**config.mk**
```make
export PLATFORM = sky130hd
export DESIGN_NAME = mult_ctrl
export DESIGN_NICKNAME = d
export VERILOG_FILES = /design/src/rtl/mult_ctrl.sv
export SDC_FILE = /design/constraint.sdc
export NUM_CORES = 1
export LEC_CHECK = 0
export CAP_MARGIN = 20
export CORE_AREA = 5 5 42 44
export DETAILED_ROUTE_END_ITERATION = 10
export DIE_AREA = 0 0 47 49
export REMOVE_ABC_BUFFERS = 1
export SLEW_MARGIN = 0
export SYNTH_ARGS = -nofsm -noshare
export SYNTH_HDL_FRONTEND = slang
export SYNTH_SLANG_ARGS = --single-unit
export TNS_END_PERCENT = 1
```
**constraint.sdc**
```tcl
create_clock -name clk -period 1.3 [get_ports clk]
set_input_delay 0.26 -clock clk [delete_from_list [all_inputs] [get_ports clk]]
set_output_delay 0.26 -clock clk [all_outputs]
set_load 0.03 [all_outputs]
```
**src/rtl/mult_ctrl.sv**
```systemverilog
// Sequencer for a shift-add multiplier: one Load, then WIDTH rounds of "add if M, then shift".
// Drives Load/Ad/Sh into the accumulator and a start/busy/done handshake upstream.
module mult_ctrl #(
  parameter int unsigned WIDTH = 16
) (
  input  logic clk,
  input  logic rst,
  input  logic start,
  input  logic M,
  output logic Load,
  output logic Ad,
  output logic Sh,
  output logic busy,
  output logic done
);

  localparam int unsigned CW = $clog2(WIDTH);
  localparam logic [CW-1:0] CntLast = CW'(WIDTH - 1);

  typedef enum logic [2:0] {
    StIdle,
    StLoad,
    StCheck,
    StShift,
    StDone
  } state_e;

  state_e        state_q;
  logic [CW-1:0] cnt_q;

  always_ff @(posedge clk or posedge rst) begin
    if (rst) begin
      state_q <= StIdle;
      cnt_q   <= '0;
    end else begin
      case (state_q)
        StIdle: begin
          if (start) state_q <= StLoad;
        end
        StLoad: begin
          cnt_q   <= '0;
          state_q <= StCheck;
        end
        StCheck: begin
          // M=1 defers the shift (and the count) to StShift after the add.
          if (M) begin
            state_q <= StShift;
          end else begin
            cnt_q   <= cnt_q + CW'(1);
            state_q <= (cnt_q == CntLast) ? StDone : StCheck;
          end
        end
        StShift: begin
          cnt_q   <= cnt_q + CW'(1);
          state_q <= (cnt_q == CntLast) ? StDone : StCheck;
        end
        StDone: begin
          state_q <= StIdle;
        end
        default: begin
          state_q <= StIdle;
        end
      endcase
    end
  end

  always_comb begin
    Load = 1'b0;
    Ad   = 1'b0;
    Sh   = 1'b0;
    busy = 1'b1;
    done = 1'b0;
    case (state_q)
      StIdle:  busy = 1'b0;
      StLoad:  Load = 1'b1;
      StCheck: begin
        Ad = M;
        Sh = ~M;
      end
      StShift: Sh   = 1'b1;
      StDone:  done = 1'b1;
      default: busy = 1'b0;
    endcase
  end

endmodule

```
== Yosys cells after proc, flatten, opt, wreduce, memory -nomap -nowiden ==
Index checks and enable logic that the tools add are counted.
Widths: inputs -> output; s select.

* Add/sub/neg operators: 1
* Multipliers: 0
* Div/mod/pow operators: 0
* Magnitude comparators: 0
* Equality and inequality tests: 7
* Shift-type cells: 0
* Mux-type cells: 11
* Bitwise logic cells: 1
* Reduce and logical (&&, ||, !) cells: 4

{| class="wikitable"
|+ Operators with widths
! cell !! number
|-
| $pmux 3 s4 || 1
|-
| $pmux 4 s3 || 1
|-
| $mux 3 || 3
|-
| $eq 3x2->1 const B || 2
|-
| $add 4x1->4 const B || 1
|-
| $eq 4x4->1 const B || 1
|-
| $mux 1 || 4
|-
| $mux 4 || 1
|-
| $ne 2x2->1 const B || 2
|-
| $reduce_or 4->1 || 1
|-
| $eq 3x1->1 const B || 1
|-
| $eq 3x3->1 const B || 1
|-
| $logic_not 3->1 || 1
|-
| $reduce_bool 3->1 || 1
|-
| $pmux 1 s2 || 1
|-
| $reduce_and 2->1 || 1
|-
| $not 1->1 || 1
|}

* Register bits after elaboration: 7
* Bits in latches: 0
* RAM bits: 0
* Bits in read-only memories: 0
* Input bits: 4
* Output and inout bits: 5
* Word-level logic and storage cells: 26
* Memories kept: 0

== Logic depth before layout (Yosys ltp) ==
* Word-level depth: 4
* Gate-level depth with buffers: 4
* Gate-level depth less buffers: 3

== Worst setup path after synthesis ==
No wires, ideal clock.

* Kind: reg-to-output
* From: register state_q[0]
* To: output Ad
* Data arrival time: 1.296 ns
* Setup slack: -0.256 ns
* Stages on the path, launching flop included: 3
* Path through: dfrtp_1 -> nand2b_4 -> nor3b_1

* Word-level cells in the longest chain between the ends: 2

{| class="wikitable"
|+ Ends and longest elaborated chain
! what !! RTL line !! RTL
|-
| start, declared || 28 || <nowiki>state_e state_q;</nowiki>
|-
| start signal, assigned || 33 || <nowiki>state_q <= StIdle;</nowiki>
|-
| start signal, assigned || 38 || <nowiki>if (start) state_q <= StLoad;</nowiki>
|-
| start signal, assigned || 42 || <nowiki>state_q <= StCheck;</nowiki>
|-
| $eq 3x2->1 || 73 || <nowiki>case (state_q)</nowiki>
|-
| $mux 1 || 73 ||
|-
| end, declared || 11 || <nowiki>output logic Ad,</nowiki>
|}

No other way between the ends.

== Worst setup path after layout ==
* From: register state_q[0]
* To: output Sh

* Word-level cells in the longest chain between the ends: 2
* Elaborated cells between the ends (all ways): 3

{| class="wikitable"
|+ Ends and longest elaborated chain
! what !! RTL line !! RTL
|-
| $eq 3x2->1 || 73 ||
|-
| $pmux 1 s2 * || 73 ||
|-
| end, declared || 12 || <nowiki>output logic Sh,</nowiki>
|}

Mark *: on every way between the ends. The rest lies on a longest branch, timed or not.

==> metrics <==
Area Overhead vs Synth=42.33%; share of cells above drive strength 1=approximately half; Crit Path Category=reg2out; top post-synthesis cells by area=dfrtp_1 43%, buf_6 5.5%, a221o_1 4.9%, and2b_1 3.7%, nor3b_1 3.7%; Worst Hold Class=in2async; Post-Syn Area per Cell=roughly 11 µm²; max cap viols=0; clk_lat worst skew=250 ps; CP Data Required Time=1040 ps; crit path time final=about 1500 ps; worst-path fanout max=4; pre-CTS setup slack=-268.9 ps; aggregate global-route resource usage=approximately 8.5%; post-DP HPWL=549 µm; Seq/Total Area, Yosys=between 40 and 50%; final WL=about 790 µm; CTS Sinks=7; row cnt=14; vias=331; largest net degree at the start of global routing=8; status=complete, but fails checks; CTS tree=done; Root Buffer=clkbuf_4; initial antenna violation count=0; Critical Path Source Type=register; die width=about 47 µm; Setup Skew=4.058 ps; Die Footprint=2303 µm²; routability cong.=between 0.7 and 0.8; Initial DRT Pass Iterations=2; Core Region=1401 µm²; post-synth top area cell=dfrtp_1; most frequent cells in the layout=10 x buf_4, 5 x dfrtp_1, 3 x clkbuf_4, 3 x buf_6; TritonCTS Buffers=3; VDD IR max=1.135 mV; count of state elements after synthesis=7; worst slew margin relative to its limit=82.00%; # diodes=0; Inst Count DP=62; post-detailed-route wirelength per cell=~11 µm; WP data arrival=between 1000 and 1500 ps; Distinct cells, synth=24; Final Non-Filler Cells=69; clock-pin slew on the worst setup and hold paths=roughly 50 ps; synthesized instance count=36; DRC Markers=0; post-placement cell area=505.5 µm²; clock tree buffer depth=2; Setup-failing EPs final=7; cts hold-fix bufs=0; Slew @ Worst Pin=~270 ps; Antenna Nets Post-Route=0; Final #Nets=59; Vias/cell=approximately 4.8; Die Y=49 µm; final slew viol count=0; DR iter-0 viols=4; Final Hold Vio Count=0; leakage=roughly 0.28 nW; I/O pin count=9; Worst Slack Setup Final=-151.2 ps; unrepaired setup endpoints after global routing=yes; Initial Utilization=29.11%; failing checks=negative setup slack; PortBufs=8; Max Clock Freq=between 600 and 700 MHz; grt ovf=0; post-synth top area share=a little over two fifths; Design Area, Final=580.6 µm²; Crit. End Element=output pin; Syn Std Cell Area=407.9 µm²; H-tree depth=1; first-pass GRT wire length=around 1.4 mm; yosys warns=0; Period Utilization, post-route=111.6%; pwr dens=~2200 nW/µm²; most common cell after layout, fill and taps aside=buf_4; vias in the first global route=approximately 350
[what timing repair did]
| action | 4_1_cts | 5_1_grt |
|---|---|---|
| cloned | 0 | 0 |
| gates resized for setup | 8 | 2 |
| buffers inserted | 3 | 0 |
| pin swaps | 1 | 2 |
| endpoints found under the hold margin | 0 | 0 |
| setup endpoints to repair | 5 | 8 |
[flip-flops by register name (all words and copies together) (netlist names)]
signal and flops:
state_q 3, cnt_q 4
[layout make-up]
type | instances | area, µm²
fillers | 147 | 820.8
well taps | 16 | 20.02
clock buffers | 4 | 26.28
repair buffers | 16 | 137.6
inverters | 1 | 3.754
flip-flops and latches | 7 | 177.7
multi-input cells | 25 | 215.2
[routing by layer]
metal	up-vias	global-route usage, %	share of wire, %
met5	-	0	0
met4	0	1.382	0
met3	0	7.749	11
met2	11	12.90	48
met1	157	8.744	40
li1	163	-	-
[metrics by stage]
stage          TNS (ps)  power, mW  utilization [%]  hold slack [ps]
2_1_floorplan    -430.7     0.7928                -            63.40
3_3_place_gp      -1477      1.005            36.07            509.4
3_5_place_dp      -1456      1.008            36.07            508.0
4_1_cts          -774.8      1.286            40.80            237.4
5_1_grt           -1128      1.389            41.43            237.9
6_report         -635.2      1.287            41.43            235.1
[cells in the mapped netlist (all sizes together)]
master / count
xnor2: 1
inv: 1
and3: 1
a311oi: 1
nand2b: 1
a22o: 1
buf: 3
and2: 2
ha: 1
nor3b: 2
mux2i: 1
nand2: 2
and4b: 1
nor2: 2
nor3: 1
o21bai: 1
a221o: 2
mux2: 1
and3b: 1
a31oi: 1
and2b: 2
dfrtp: 7
[power breakdown]
group	switching [mW]	internal [mW]	total, mW
combinational	0.294	0.380	0.674
clock	0.0767	0.117	0.194
sequential	0.104	0.315	0.419
[logic make-up (layout without fill, tap and decap cells)]
| kind of cell | after synthesis | count (layout) | synth area share [%] |
|---|---|---|---|
| XOR/XNOR | 1 | 1 | 2.148 |
| AO/OA/AOI/OAI | 6 | 6 | 13.81 |
| AND/OR/NAND/NOR | 15 | 15 | 25.15 |
| buffers and inverters | 4 | 21 | 7.666 |
| adder cells (fa/ha/maj) | 1 | 1 | 3.067 |
| flip-flops | 7 | 7 | 42.95 |
| multiplexers | 2 | 2 | 5.215 |
[path summary, 6_finish.rpt]
check,from,endpoint,slack (ps),depth (start not counted)
setup / recovery,state_q[0],Sh,-150,3
hold / removal,rst,cnt_q[3],240,2
setup reg to reg,state_q[0],cnt_q[2],-50,4
hold reg to reg,cnt_q[1],cnt_q[1],560,1
max in group asynchronous,rst,state_q[1],840,2
min in group clk,M,state_q[1],490,3
[critical path, stage by stage, from the launching register on]
cell	delay [ps]
dfrtp_1	410
nand2b_4	170
and3b_2	220
buf_6	140
(Power assumes the default switching activity.)
==> RTL edit: new RTL, same settings <==
`WIDTH`: 16 -> 8.
--- a/src/rtl/mult_ctrl.sv
+++ b/src/rtl/mult_ctrl.sv
@@ -2,5 +2,5 @@
 // Drives Load/Ad/Sh into the accumulator and a start/busy/done handshake upstream.
 module mult_ctrl #(
-  parameter int unsigned WIDTH = 16
+  parameter int unsigned WIDTH = 8
 ) (
   input  logic clk,
Formal check against the unedited RTL: no difference found for any inputs over 10 cycles, from zero or initial values and one cycle with rst high; that may be too few to reach the edited logic, so the function may still have changed.
==> RTL edit against the original RTL <==
- the flow still finishes with violations (negative setup slack)
- synthesized area is 19% lower
- largest cell class unchanged
- final area is 17% lower
- setup slack better by 44 ps
- global-route usage is 2.1 points lower
- total power is 19% lower
- via count is 23% lower
- sequential cell count is 1 lower
- highest routed layer unchanged
- routed wire length is 18% lower
==> RTL edit: results (changes against the original RTL) <==
Parameter                              Value

Routing
  DRC    0 (unchanged)
  Average wire per standard cell    11.2 microns (-1.9%)
  DRT Pass-1 Iters    1 (-1)
  Vias post-DR    254 (-23%)
  Starting DRT DRC Count    0 (-4)

Yosys
  Asr flop ratio synth    100% (unchanged)
  Most repeated cell in the gate-level netlist after synthesis    sky130_fd_sc_hd__dfrtp_1
  Sequential share of the synthesized area    45.5% (+2.5 points)
  Share of synthesized area spent on multiplexers    6.44% (+1.2 points)
  Commonest cells post-synth    sky130_fd_sc_hd__dfrtp_1 (6), sky130_fd_sc_hd__a22o_1 (2), sky130_fd_sc_hd__ha_1 (2), sky130_fd_sc_hd__nor3b_1 (2)
  Mean post-synth cell area    12.2 sq um (+8.0%)
  Number of library cell types mapped by synthesis    19 (-21%)
  Top area cells in the synthesized netlist    sky130_fd_sc_hd__dfrtp_1 (45%), sky130_fd_sc_hd__ha_1 (7.6%), sky130_fd_sc_hd__a22o_1 (5.3%)
  Synth warnings    0 (unchanged)
  XOR/XNOR share of the synthesized area    2.65% (+0.50 points)
  Complex-gate fraction of the synthesized area    10.2% (-3.6 points)
  Fraction of the mapped netlist area in adder cells    7.58% (+4.5 points)

Run status
  Run status    complete, but fails checks
  Violated checks    negative setup slack

Power
  Maximum VDD drop    0.000937 V (-17%)
  Static leakage    0.234 nW (-18%)

Clocking
  H-Tree Depth    1 (unchanged)
  Worst-path clk slew    50 ps (about the same)
  Clock buffer count from CTS    3 (unchanged)
  Clock network latency to the later pin of the worst-skew pair    240 ps
  Clock root cell    sky130_fd_sc_hd__clkbuf_4
  Deepest clock path buffer count    2 (unchanged)

Critical path
  Data arrival time at the worst-slack endpoint    1150 ps (-40 ps)
  Source of the critical timing path    state_q[1]
  Setup slack of the worst register-to-register path    20 ps (+70 ps)
  Crit-path max FO    7 (+3)
  CP delay by family, top    flip-flops
  Worst setup path end    busy
  Endpoint of the worst register-to-register path    cnt_q[0]
  Max incr delay on CP    450 ps (+40 ps)
  Slowest cell on crit path    sky130_fd_sc_hd__dfrtp_2
  Cell count of the worst reg-to-reg path    4 (unchanged)
  Worst flop-to-flop path startpoint    state_q[0]

Hold path
  Worst min path class    input port to asynchronous set/reset pin

GRT
  Maximum number of pins on one net before global-route repair    8 (unchanged)
  Global-route wire length before repair    1070 microns (-22%)
  Global router's overall resource usage    6.45% (-2.1 points)
  Number of global-route vias before repair    259 (-26%)
  Antenna violations before repair    0 (unchanged)

Placed design
  Placer congestion estimate    0.707 (-5.1%)
  DP HPWL    434 microns (-21%)
  Number of cells in the design after placement    49 (-21%)
  Number of port buffers    8 (unchanged)

Timing
  Final-report max-slew violation count    0 (unchanged)
  Setup slack of the critical path after layout    -107 ps (+44.4 ps)
  Slew of the pin with the lowest slew margin    268 ps (-1.81 ps)
  Final setup violation count    5 (-2)
  Setup Skew    1.20 ps (-2.86 ps)

Layout
  Inserted Diodes    0 (unchanged)
  Post-route insts no fill    58 (-16%)
  Ratio of cells with drive above 1 in the final layout    52.4% (+1.4 points)
  Regs by FF count    cnt_q x3, state_q x3
  Number of nets in the final layout    50 (-15%)
## RTL edit: worst min-delay path by stage
stage / startpoint / endpoint / slack [ps] / cells past startpoint
2_1_floorplan: rst / cnt_q[0] / 50 / 1
3_3_place_gp: rst / cnt_q[1] / 490 / 2
3_5_place_dp: rst / cnt_q[1] / 490 / 2
4_1_cts: rst / cnt_q[1] / 230 / 2
5_1_grt: rst / cnt_q[1] / 240 / 2
6_report: rst / cnt_q[1] / 230 / 2
## RTL edit: power by group
group | switching [W] | internal [W] | total, W
sequential | 0.0000684 | 0.000266 | 0.000334
combinational | 0.000240 | 0.000297 | 0.000537
clock | 0.0000666 | 0.000104 | 0.000171
## RTL edit: timing repair
item / 4_1_cts / 5_1_grt
setup endpoints to repair: 5 / 6
gates resized for setup: 6 / 0
gates cloned: 0 / 0
hold buffers: 0 / 0
buffers inserted: 5 / 1
pin swaps: 0 / 1
## RTL edit: metal layers
| layer | GRT usage, % | routed length, microns | part of all wire [%] |
|---|---|---|---|
| met1 | 8.74 | 313 | 48 |
| met3 | 2.58 | 62 | 9.6 |
| met5 | 0 | 0 | 0 |
| met2 | 8.14 | 273 | 42 |
| met4 | 4.15 | 0 | 0 |
## RTL edit: kinds of logic (layout without fill, tap and decap cells)
group,Yosys count,in the layout
compound gates,4,4
xor+xnor,1,1
fa+ha+maj,2,2
buf+inv,3,18
flops,6,6
mux,2,2
simple gates,9,9
## RTL edit: layout make-up
class,count,area (sq um)
fillers,157,920
multi-input cells,18,168
flip-flops and latches,6,153
repair buffers,14,115
clock buffers,3,22.5
well taps,16,20.0
inverters,1,3.75
## RTL edit: worst reg2reg max path, cell delays in order (launching register included)
cell and delay [ps]:
sky130_fd_sc_hd__dfrtp_1 410, sky130_fd_sc_hd__nand2b_4 170, sky130_fd_sc_hd__and3b_4 200, sky130_fd_sc_hd__buf_4 140
sky130_fd_sc_hd__mux2_2 250
## RTL edit: metrics by stage
stage / setup TNS, ps / cell area, sq um / hold slack [ps] / power (W) / worst slack, ps
after floorplan: -398 / 314 / 51.0 / 0.000646 / -246
after global placement: -1070 / 402 / 489 / 0.000773 / -218
final: -492 / 482 / 230 / 0.00104 / -107
after CTS: -540 / 474 / 232 / 0.00104 / -119
after detailed placement: -1030 / 402 / 492 / 0.000779 / -203
after global routing: -805 / 482 / 236 / 0.00112 / -176
